**src/rtl/hsi2rgb_pipe.sv**
```systemverilog
// HSI to 8-bit RGB converter: 4-stage valid-tagged pipeline with a global
// advance enable. Hue is reduced to a 0..119 offset inside one of three sectors.
module hsi2rgb_pipe (
  input  logic       clk,
  input  logic       rst,
  input  logic       iEn,
  input  logic       iValid,
  input  logic [8:0] iH,
  input  logic [7:0] iS,
  input  logic [7:0] iI,
  output logic       oValid,
  output logic [7:0] oR,
  output logic [7:0] oG,
  output logic [7:0] oB
);

  // Flow control: iEn is the only handshake. iEn = 1 shifts every stage by one,
  // iEn = 0 freezes every register (including outputs). iValid only tags data.

  // K(h') = round(256*cos(h')/cos(60-h')), 11-bit signed
  function automatic logic signed [10:0] k_lut(input logic [6:0] hp);
    logic signed [10:0] k;
    k = 11'sd0;
    case (hp)
      7'd0:   k = 11'sd512;  7'd1:   k = 11'sd497;  7'd2:   k = 11'sd483;  7'd3:   k = 11'sd469;  7'd4:   k = 11'sd457;
      7'd5:   k = 11'sd445;  7'd6:   k = 11'sd433;  7'd7:   k = 11'sd422;  7'd8:   k = 11'sd412;  7'd9:   k = 11'sd402;
      7'd10:  k = 11'sd392;  7'd11:  k = 11'sd383;  7'd12:  k = 11'sd374;  7'd13:  k = 11'sd366;  7'd14:  k = 11'sd358;
      7'd15:  k = 11'sd350;  7'd16:  k = 11'sd342;  7'd17:  k = 11'sd335;  7'd18:  k = 11'sd328;  7'd19:  k = 11'sd321;
      7'd20:  k = 11'sd314;  7'd21:  k = 11'sd308;  7'd22:  k = 11'sd301;  7'd23:  k = 11'sd295;  7'd24:  k = 11'sd289;
      7'd25:  k = 11'sd283;  7'd26:  k = 11'sd278;  7'd27:  k = 11'sd272;  7'd28:  k = 11'sd267;  7'd29:  k = 11'sd261;
      7'd30:  k = 11'sd256;  7'd31:  k = 11'sd251;  7'd32:  k = 11'sd246;  7'd33:  k = 11'sd241;  7'd34:  k = 11'sd236;
      7'd35:  k = 11'sd231;  7'd36:  k = 11'sd227;  7'd37:  k = 11'sd222;  7'd38:  k = 11'sd218;  7'd39:  k = 11'sd213;
      7'd40:  k = 11'sd209;  7'd41:  k = 11'sd204;  7'd42:  k = 11'sd200;  7'd43:  k = 11'sd196;  7'd44:  k = 11'sd192;
      7'd45:  k = 11'sd187;  7'd46:  k = 11'sd183;  7'd47:  k = 11'sd179;  7'd48:  k = 11'sd175;  7'd49:  k = 11'sd171;
      7'd50:  k = 11'sd167;  7'd51:  k = 11'sd163;  7'd52:  k = 11'sd159;  7'd53:  k = 11'sd155;  7'd54:  k = 11'sd151;
      7'd55:  k = 11'sd147;  7'd56:  k = 11'sd144;  7'd57:  k = 11'sd140;  7'd58:  k = 11'sd136;  7'd59:  k = 11'sd132;
      7'd60:  k = 11'sd128;  7'd61:  k = 11'sd124;  7'd62:  k = 11'sd120;  7'd63:  k = 11'sd116;  7'd64:  k = 11'sd112;
      7'd65:  k = 11'sd109;  7'd66:  k = 11'sd105;  7'd67:  k = 11'sd101;  7'd68:  k = 11'sd97;   7'd69:  k = 11'sd93;
      7'd70:  k = 11'sd89;   7'd71:  k = 11'sd85;   7'd72:  k = 11'sd81;   7'd73:  k = 11'sd77;   7'd74:  k = 11'sd73;
      7'd75:  k = 11'sd69;   7'd76:  k = 11'sd64;   7'd77:  k = 11'sd60;   7'd78:  k = 11'sd56;   7'd79:  k = 11'sd52;
      7'd80:  k = 11'sd47;   7'd81:  k = 11'sd43;   7'd82:  k = 11'sd38;   7'd83:  k = 11'sd34;   7'd84:  k = 11'sd29;
      7'd85:  k = 11'sd25;   7'd86:  k = 11'sd20;   7'd87:  k = 11'sd15;   7'd88:  k = 11'sd10;   7'd89:  k = 11'sd5;
      7'd90:  k = 11'sd0;    7'd91:  k = -11'sd5;   7'd92:  k = -11'sd11;  7'd93:  k = -11'sd16;  7'd94:  k = -11'sd22;
      7'd95:  k = -11'sd27;  7'd96:  k = -11'sd33;  7'd97:  k = -11'sd39;  7'd98:  k = -11'sd45;  7'd99:  k = -11'sd52;
      7'd100: k = -11'sd58;  7'd101: k = -11'sd65;  7'd102: k = -11'sd72;  7'd103: k = -11'sd79;  7'd104: k = -11'sd86;
      7'd105: k = -11'sd94;  7'd106: k = -11'sd102; 7'd107: k = -11'sd110; 7'd108: k = -11'sd118; 7'd109: k = -11'sd127;
      7'd110: k = -11'sd136; 7'd111: k = -11'sd146; 7'd112: k = -11'sd156; 7'd113: k = -11'sd166; 7'd114: k = -11'sd177;
      7'd115: k = -11'sd189; 7'd116: k = -11'sd201; 7'd117: k = -11'sd213; 7'd118: k = -11'sd227; 7'd119: k = -11'sd241;
      default: k = 11'sd0;
    endcase
    return k;
  endfunction

  function automatic logic [7:0] clamp8(input logic signed [10:0] v);
    logic [7:0] c;
    if (v < 11'sd0)        c = 8'd0;
    else if (v > 11'sd255) c = 8'd255;
    else                   c = v[7:0];
    return c;
  endfunction

  // Hue reduction: values 360..511 wrap once, so 480..511 land in sector 1.
  logic [8:0] hn;
  logic [1:0] sector;
  logic [6:0] hp;

  assign hn = (iH >= 9'd360) ? (iH - 9'd360) : iH;

  always_comb begin
    sector = 2'd0;
    hp     = 7'(hn);
    if (hn < 9'd120) begin
      sector = 2'd0;
      hp     = 7'(hn);
    end else if (hn < 9'd240) begin
      sector = 2'd1;
      hp     = 7'(hn - 9'd120);
    end else begin
      sector = 2'd2;
      hp     = 7'(hn - 9'd240);
    end
  end

  // Stage registers
  logic              s1_valid, s2_valid, s3_valid;
  logic [1:0]        s1_sector, s2_sector, s3_sector;
  logic signed [10:0] s1_k, s2_k;
  logic [7:0]        s1_s, s1_i, s2_i, s3_i;
  logic [7:0]        s2_is, s2_lo, s3_lo;
  logic signed [10:0] s3_hi;

  // Stage 2 combinational: IS = (I*S) >> 8
  logic [15:0] i_times_s;
  logic [7:0]  is_next;
  assign i_times_s = {8'd0, s1_i} * {8'd0, s1_s};
  assign is_next   = 8'(i_times_s >> 8);

  // Stage 3 combinational: hi = I + floor(IS*K / 256)
  logic signed [19:0] is_k, is_k_sh;
  logic signed [10:0] hi_next;
  assign is_k    = $signed({12'd0, s2_is}) * $signed({{9{s2_k[10]}}, s2_k});
  assign is_k_sh = is_k >>> 8;
  assign hi_next = $signed({3'b000, s2_i}) + 11'(is_k_sh);

  // Stage 4 combinational: third component, clamp and sector routing
  logic signed [10:0] i_w, lo_w, third;
  logic [7:0] hi_c, third_c;
  logic [7:0] r_next, g_next, b_next;

  assign i_w     = $signed({3'b000, s3_i});
  assign lo_w    = $signed({3'b000, s3_lo});
  assign third   = i_w + i_w + i_w - lo_w - s3_hi;
  assign hi_c    = clamp8(s3_hi);
  assign third_c = clamp8(third);

  always_comb begin
    r_next = hi_c;
    g_next = third_c;
    b_next = s3_lo;
    case (s3_sector)
      2'd1: begin
        r_next = s3_lo;
        g_next = hi_c;
        b_next = third_c;
      end
      2'd2: begin
        r_next = third_c;
        g_next = s3_lo;
        b_next = hi_c;
      end
      default: begin
        r_next = hi_c;
        g_next = third_c;
        b_next = s3_lo;
      end
    endcase
  end

  always_ff @(posedge clk or negedge rst) begin
    if (!rst) begin
      s1_valid  <= 1'b0;
      s1_sector <= 2'd0;
      s1_k      <= 11'sd0;
      s1_s      <= 8'd0;
      s1_i      <= 8'd0;
      s2_valid  <= 1'b0;
      s2_sector <= 2'd0;
      s2_k      <= 11'sd0;
      s2_i      <= 8'd0;
      s2_is     <= 8'd0;
      s2_lo     <= 8'd0;
      s3_valid  <= 1'b0;
      s3_sector <= 2'd0;
      s3_i      <= 8'd0;
      s3_lo     <= 8'd0;
      s3_hi     <= 11'sd0;
      oValid    <= 1'b0;
      oR        <= 8'd0;
      oG        <= 8'd0;
      oB        <= 8'd0;
    end else if (iEn) begin
      s1_valid  <= iValid;
      s1_sector <= sector;
      s1_k      <= k_lut(hp);
      s1_s      <= iS;
      s1_i      <= iI;
      s2_valid  <= s1_valid;
      s2_sector <= s1_sector;
      s2_k      <= s1_k;
      s2_i      <= s1_i;
      s2_is     <= is_next;
      s2_lo     <= s1_i - is_next;
      s3_valid  <= s2_valid;
      s3_sector <= s2_sector;
      s3_i      <= s2_i;
      s3_lo     <= s2_lo;
      s3_hi     <= hi_next;
      oValid    <= s3_valid;
      oR        <= r_next;
      oG        <= g_next;
      oB        <= b_next;
    end
  end

endmodule

```
**config.mk**
```make
export PLATFORM = sky130hd
export DESIGN_NAME = hsi2rgb_pipe
export DESIGN_NICKNAME = d
export VERILOG_FILES = /design/src/rtl/hsi2rgb_pipe.sv
export SDC_FILE = /design/constraint.sdc
export NUM_CORES = 1
export LEC_CHECK = 0
export BUFFER_PORTS_ARGS = -buffer_cell sky130_fd_sc_hd__buf_2
export CORE_MARGIN = 5
export CORE_UTILIZATION = 37
export CTS_CLUSTER_DIAMETER = 60
export CTS_CLUSTER_SIZE = 28
export DETAILED_ROUTE_END_ITERATION = 10
export PLACE_DENSITY = 0.58
export SLEW_MARGIN = 25
export SYNTH_ARGS = -nofsm -noshare
export SYNTH_HDL_FRONTEND = slang
export SYNTH_SLANG_ARGS = --single-unit
```
**constraint.sdc**
```tcl
create_clock -name clk -period 6.6 [get_ports clk]
set_input_delay 0 -clock clk [delete_from_list [all_inputs] [get_ports clk]]
set_output_delay 0 -clock clk [all_outputs]
set_load 0.01 [all_outputs]
```
* After elaboration in Yosys (flattened, before gate mapping)
Memories as Yosys holds them, arrays and structs flattened. A register that Yosys moved wholly into a read port is not among the register bits.
Cells that the tools add are included.
** Storage, ports and cells
- Memories kept :: 1
- Logic and storage cells :: 53
- Register bits :: 112
- Output and inout bits :: 25
- ROM bits :: 1408
- Memory bits (writable) :: 0
- Bits in latches :: 0
** Memories
- (name not given) :: depth 128, width 11, read ports 1, clocked after Yosys merged registers in 1, wr ports 0, line 24 : case (hp)
** Operators by class
- Bitwise logic cells :: 0
- Equality and inequality tests :: 2
- Div/mod/pow operators :: 0
- Shift-type cells :: 0
- Add/subtract/negate cells :: 9
- Multiplexer cells :: 12
- Magnitude comparators :: 7
- Reduce and logical (&&, ||, !) cells :: 1
- Multipliers :: 2
** Operators by type and width (count)
- $pmux 8 s2 :: 3
- $mux 8 :: 4
- $gt 11x9->1 const B :: 2
- $lt 11x1->1 const B :: 2
- $mul 9x11->19 :: 1
- $mul 8x8->16 :: 1
- $mux 7 :: 2
- $sub 7x7->7 const B :: 2
- $add 9x11->11 :: 1
- $sub 10x8->11 :: 1
- $sub 11x11->11 :: 1
- $add 9x8->10 :: 1
- $add 8x8->9 :: 1
- $ge 9x9->1 const B :: 1
- $lt 9x7->1 const B :: 1
- $lt 9x8->1 const B :: 1
- $mux 9 :: 1
- $sub 9x9->9 const B :: 1
- $sub 8x8->8 :: 1
- $mux 2 :: 2
- $eq 2x1->1 const B :: 1
- $eq 2x2->1 const B :: 1
- $logic_not 1->1 :: 1

* Logic depth before layout (Yosys ltp)
- Depth in word-level cells :: 8
- Depth in mapped cells :: 27

* Worst setup path after synthesis
No wires, ideal clock.
- Path type :: register to register
- Start :: register s2_is[1]
- End :: register s3_hi[10]
- Clock period less this slack :: 5.655 ns
- Arrival :: 5.518 ns
- Cell stages (with the launch flop) :: 25
- Path buffers :: 1
- Path slack :: 0.945 ns
- Cells stage by stage :: dfrtp_1 clkbuf_1 and2_1 fa_1 inv_1 fa_1 inv_1 fa_1 inv_1 fa_1 inv_1 ha_1 or2_2 a21oi_1 a31oi_1 a21oi_1 xnor2_1 ha_1 nand2_1 o21a_1 nor4b_1 a21oi_1 o2111ai_1 xnor2_1 a21oi_1
** Between the ends
- Word-level cells in the longest chain between the ends :: 2
** RTL lines
- from (decl) :: line 89 : logic [7:0] s2_is, s2_lo, s3_lo;
- from (signal assigned) :: line 171 : s2_is <= is_next;
- $mul 9x11->19 :: line 101 : assign is_k = $signed({12'd0, s2_is}) * $signed({{9{s2_k[10]}}, s2_k});
- $add 9x11->11 :: line 103 : assign hi_next = $signed({3'b000, s2_i}) + 11'(is_k_sh);
- to (signal assigned) :: line 177 : s3_hi <= hi_next;
- to (decl) :: line 90 : logic signed [10:0] s3_hi;
Every way passes these cells.
A chain may end at the register's enable or synchronous reset.

* Worst setup path after layout
- Start :: register s2_is[5]
- End :: register s3_hi[10]
Same word-level chain as after synthesis.

==> flow_metrics.tcl <==
set metrics [dict create \
    status "complete, no violations" \
    die_w_um 201 \
    dr.pass1.iters 5 \
    rr_startpoint "s2_is[5]" \
    area_delta_synth_final_pct 10.6 \
    clkTransAtPathRegs_ns 0.06 \
    critPathLaunch "s2_is[5]" \
    dieArea_um2 40300 \
    reg_top3 "s1_k (11), s2_k (11), s3_hi (11)" \
    timing.fmax_mhz 166 \
    ant_nets 0 \
    setup_viol 0 \
    layout_common_cells "inv_1 (214), nand2_1 (125), fa_1 (121), dfrtp_1 (121), ha_1 (115)" \
    worst_skew_pair.late_latency_ns 0.42 \
    syn_area_per_cell_um2 9.16 \
    worstPathRequired_ns 6.86 \
    viasPerCell 5.30 \
    ioPinCount 54 \
    wl_per_cell_um 16.8 \
    nets 1765 \
    synth_cell_type_count 89 \
    drive_above_1_share_pct 12.3 \
    synth_edf_count 0 \
    netlist.area_leader.share_pct 22.9 \
    ys_seq_elements 123 \
    htreeDepth 4 \
    synth_area_leaders "dfrtp_1 (23%), fa_1 (18%), ha_1 (11%), inv_1 (6.0%), mux2_2 (5.1%)" \
    worstSetupPathType "reg -> reg" \
    clock-root-buffer "clkbuf_16" \
    drv_slew 0 \
    syn-cell-area_um2 13500 \
    postSynthCellCount 1470 \
    dr.first_iter.drc_count 611 \
    syn_nets 1735 \
    initial_core_util_pct 37.7 \
    holdCritPathClass "in -> async" \
    grt_pass1_wl_um 57100 \
    cts_buffers 17 \
    grt_pass1_vias 10900 \
    synth_ff_type "dfrtp_1" \
    num_antenna_cells 0 \
    cts_tree "built" \
    wirelength_um 33200 \
    cp.arrival_ns 6.29 \
    rows 69 \
    place_congestion 0.878 \
    yosysTopAreaCell "dfrtp_1" \
    grt_max_degree 87 \
    cts_buffer_depth 2 \
    hold_viol 0 \
    grt.overflow.total 0 \
    antenna_found_initial 0 \
    fin_crit_ns 6.03 \
    worstPathMaxFanout 12 \
    track_usage_pct 17.1 \
    startpoint_type "flip-flop" \
    die_h_um 201 \
    finalCritPeriodShare_pct 91.3 \
    drc_errors 0 \
    async_reset_ff_share_pct 100 \
    cap_viol_max_count 0 \
    rsz0062_at_grt "no" \
    setup_tns_ns 0 \
    core_um2 35700 \
    placement.io_buffers 53 \
    worst_slew_pin_slew_ns 1.01 \
    layout_commonest_cell "inv_1" \
    cts_sinks 123 \
    vias 10500 \
    critPathCaptureType "flip-flop" \
    clock_skew_ns 0.00914 \
    slew_headroom_pct 31.9 \
    seq_area_frac_synth_pct 22.9 \
    dp_hpwl_um 25400 \
    synth_warnings 0 \
]
[critical path, cell delays in order (launching register included)]
cell and delay [ns]:
dfrtp_1 0.50, and2_1 0.22, fa_1 0.53, inv_1 0.05, fa_1 0.47, fa_1 0.52, fa_1 0.54, inv_1 0.04
ha_1 0.20, nor2_1 0.14, o211ai_1 0.13, and2_1 0.22, a21oi_1 0.23, xnor2_1 0.17, ha_1 0.29, a21o_1 0.19
a21oi_1 0.22, o21bai_1 0.08, a21oi_1 0.23, o21a_2 0.23, a211oi_1 0.06, o21ai_0 0.22, o2111ai_1 0.16, xnor2_1 0.16
a21oi_1 0.08
[worst paths after layout]
path	to	slack, ns	cells after the start
setup / recovery	s3_hi[10]	0.57	24
hold / removal	s1_i[6]	0.11	2
setup reg to reg	s3_hi[10]	0.57	24
hold reg to reg	s3_sector[1]	0.48	2
max in group asynchronous	oR[3]	5.26	4
min in group clk	s3_sector[1]	0.15	3
[cell type report]
class / count / area [µm²]
Clock buffer: 18 / 439
Clock inverter: 14 / 195
Fill cell: 3547 / 20900
Inverter: 215 / 808
Multi-Input combinational cell: 1064 / 9260
Sequential cell: 123 / 3080
Tap cell: 461 / 577
Timing Repair Buffer: 79 / 523
[stage by stage]
stage | worst slack (ns) | utilization [%] | instance area, µm² | hold WS, ns | instances
final | 0.575 | 41.6 | 14900 | 0.107 | 1974
after global routing | 0.0238 | 41.6 | 14900 | 0.169 | 1974
after CTS | 0.529 | 41.6 | 14900 | 0.103 | 1974
after detailed placement | 0.548 | 39.4 | 14100 | 0.0181 | 1924
after global placement | 0.657 | 39.3 | 14000 | 0.0103 | 1923
after floorplan | 0.945 | - | 13500 | -0.296 | 1470
[cells by family (layout without fill, tap and decap cells)]
group / Yosys count / count (layout) / share of synthesized area [%]
mux: 70 / 70 / 5.90
xor+xnor: 49 / 49 / 3.57
flops: 123 / 123 / 22.9
simple gates: 386 / 386 / 14.3
fa+ha+maj: 239 / 239 / 28.9
compound gates: 320 / 320 / 16.2
buf+inv: 283 / 326 / 8.32
[synth_stat cells, types with 13 or more instances]
library cell	count
a21o_1	15
nor2_1	85
o211ai_1	14
fa_1	121
nand2_1	125
and2_1	99
xnor2_1	34
nor3_1	14
o21ai_0	74
a31oi_1	13
dfrtp_1	123
ha_1	115
mux2_2	61
inv_1	214
clkbuf_1	47
a21oi_1	78
[timing repair]
action / CTS / global route
hold buffers: 18 / 0
gates resized for setup: 0 / 3
buffers inserted: 0 / 0
hold endpoints to repair: 57 / 0
endpoints found under the setup margin: 0 / 1
[layer usage]
layer	up-vias	global-route usage, %	wire (µm)
met1	5203	23.0	15300
li1	4979	-	-
met4	0	4.28	428
met2	255	29.2	16200
met3	26	2.31	1290
met5	-	0	0
Power is left out: the tool's default activity adds up to more than one toggle a clock period on the data nets, which glitch-free logic cannot reach.
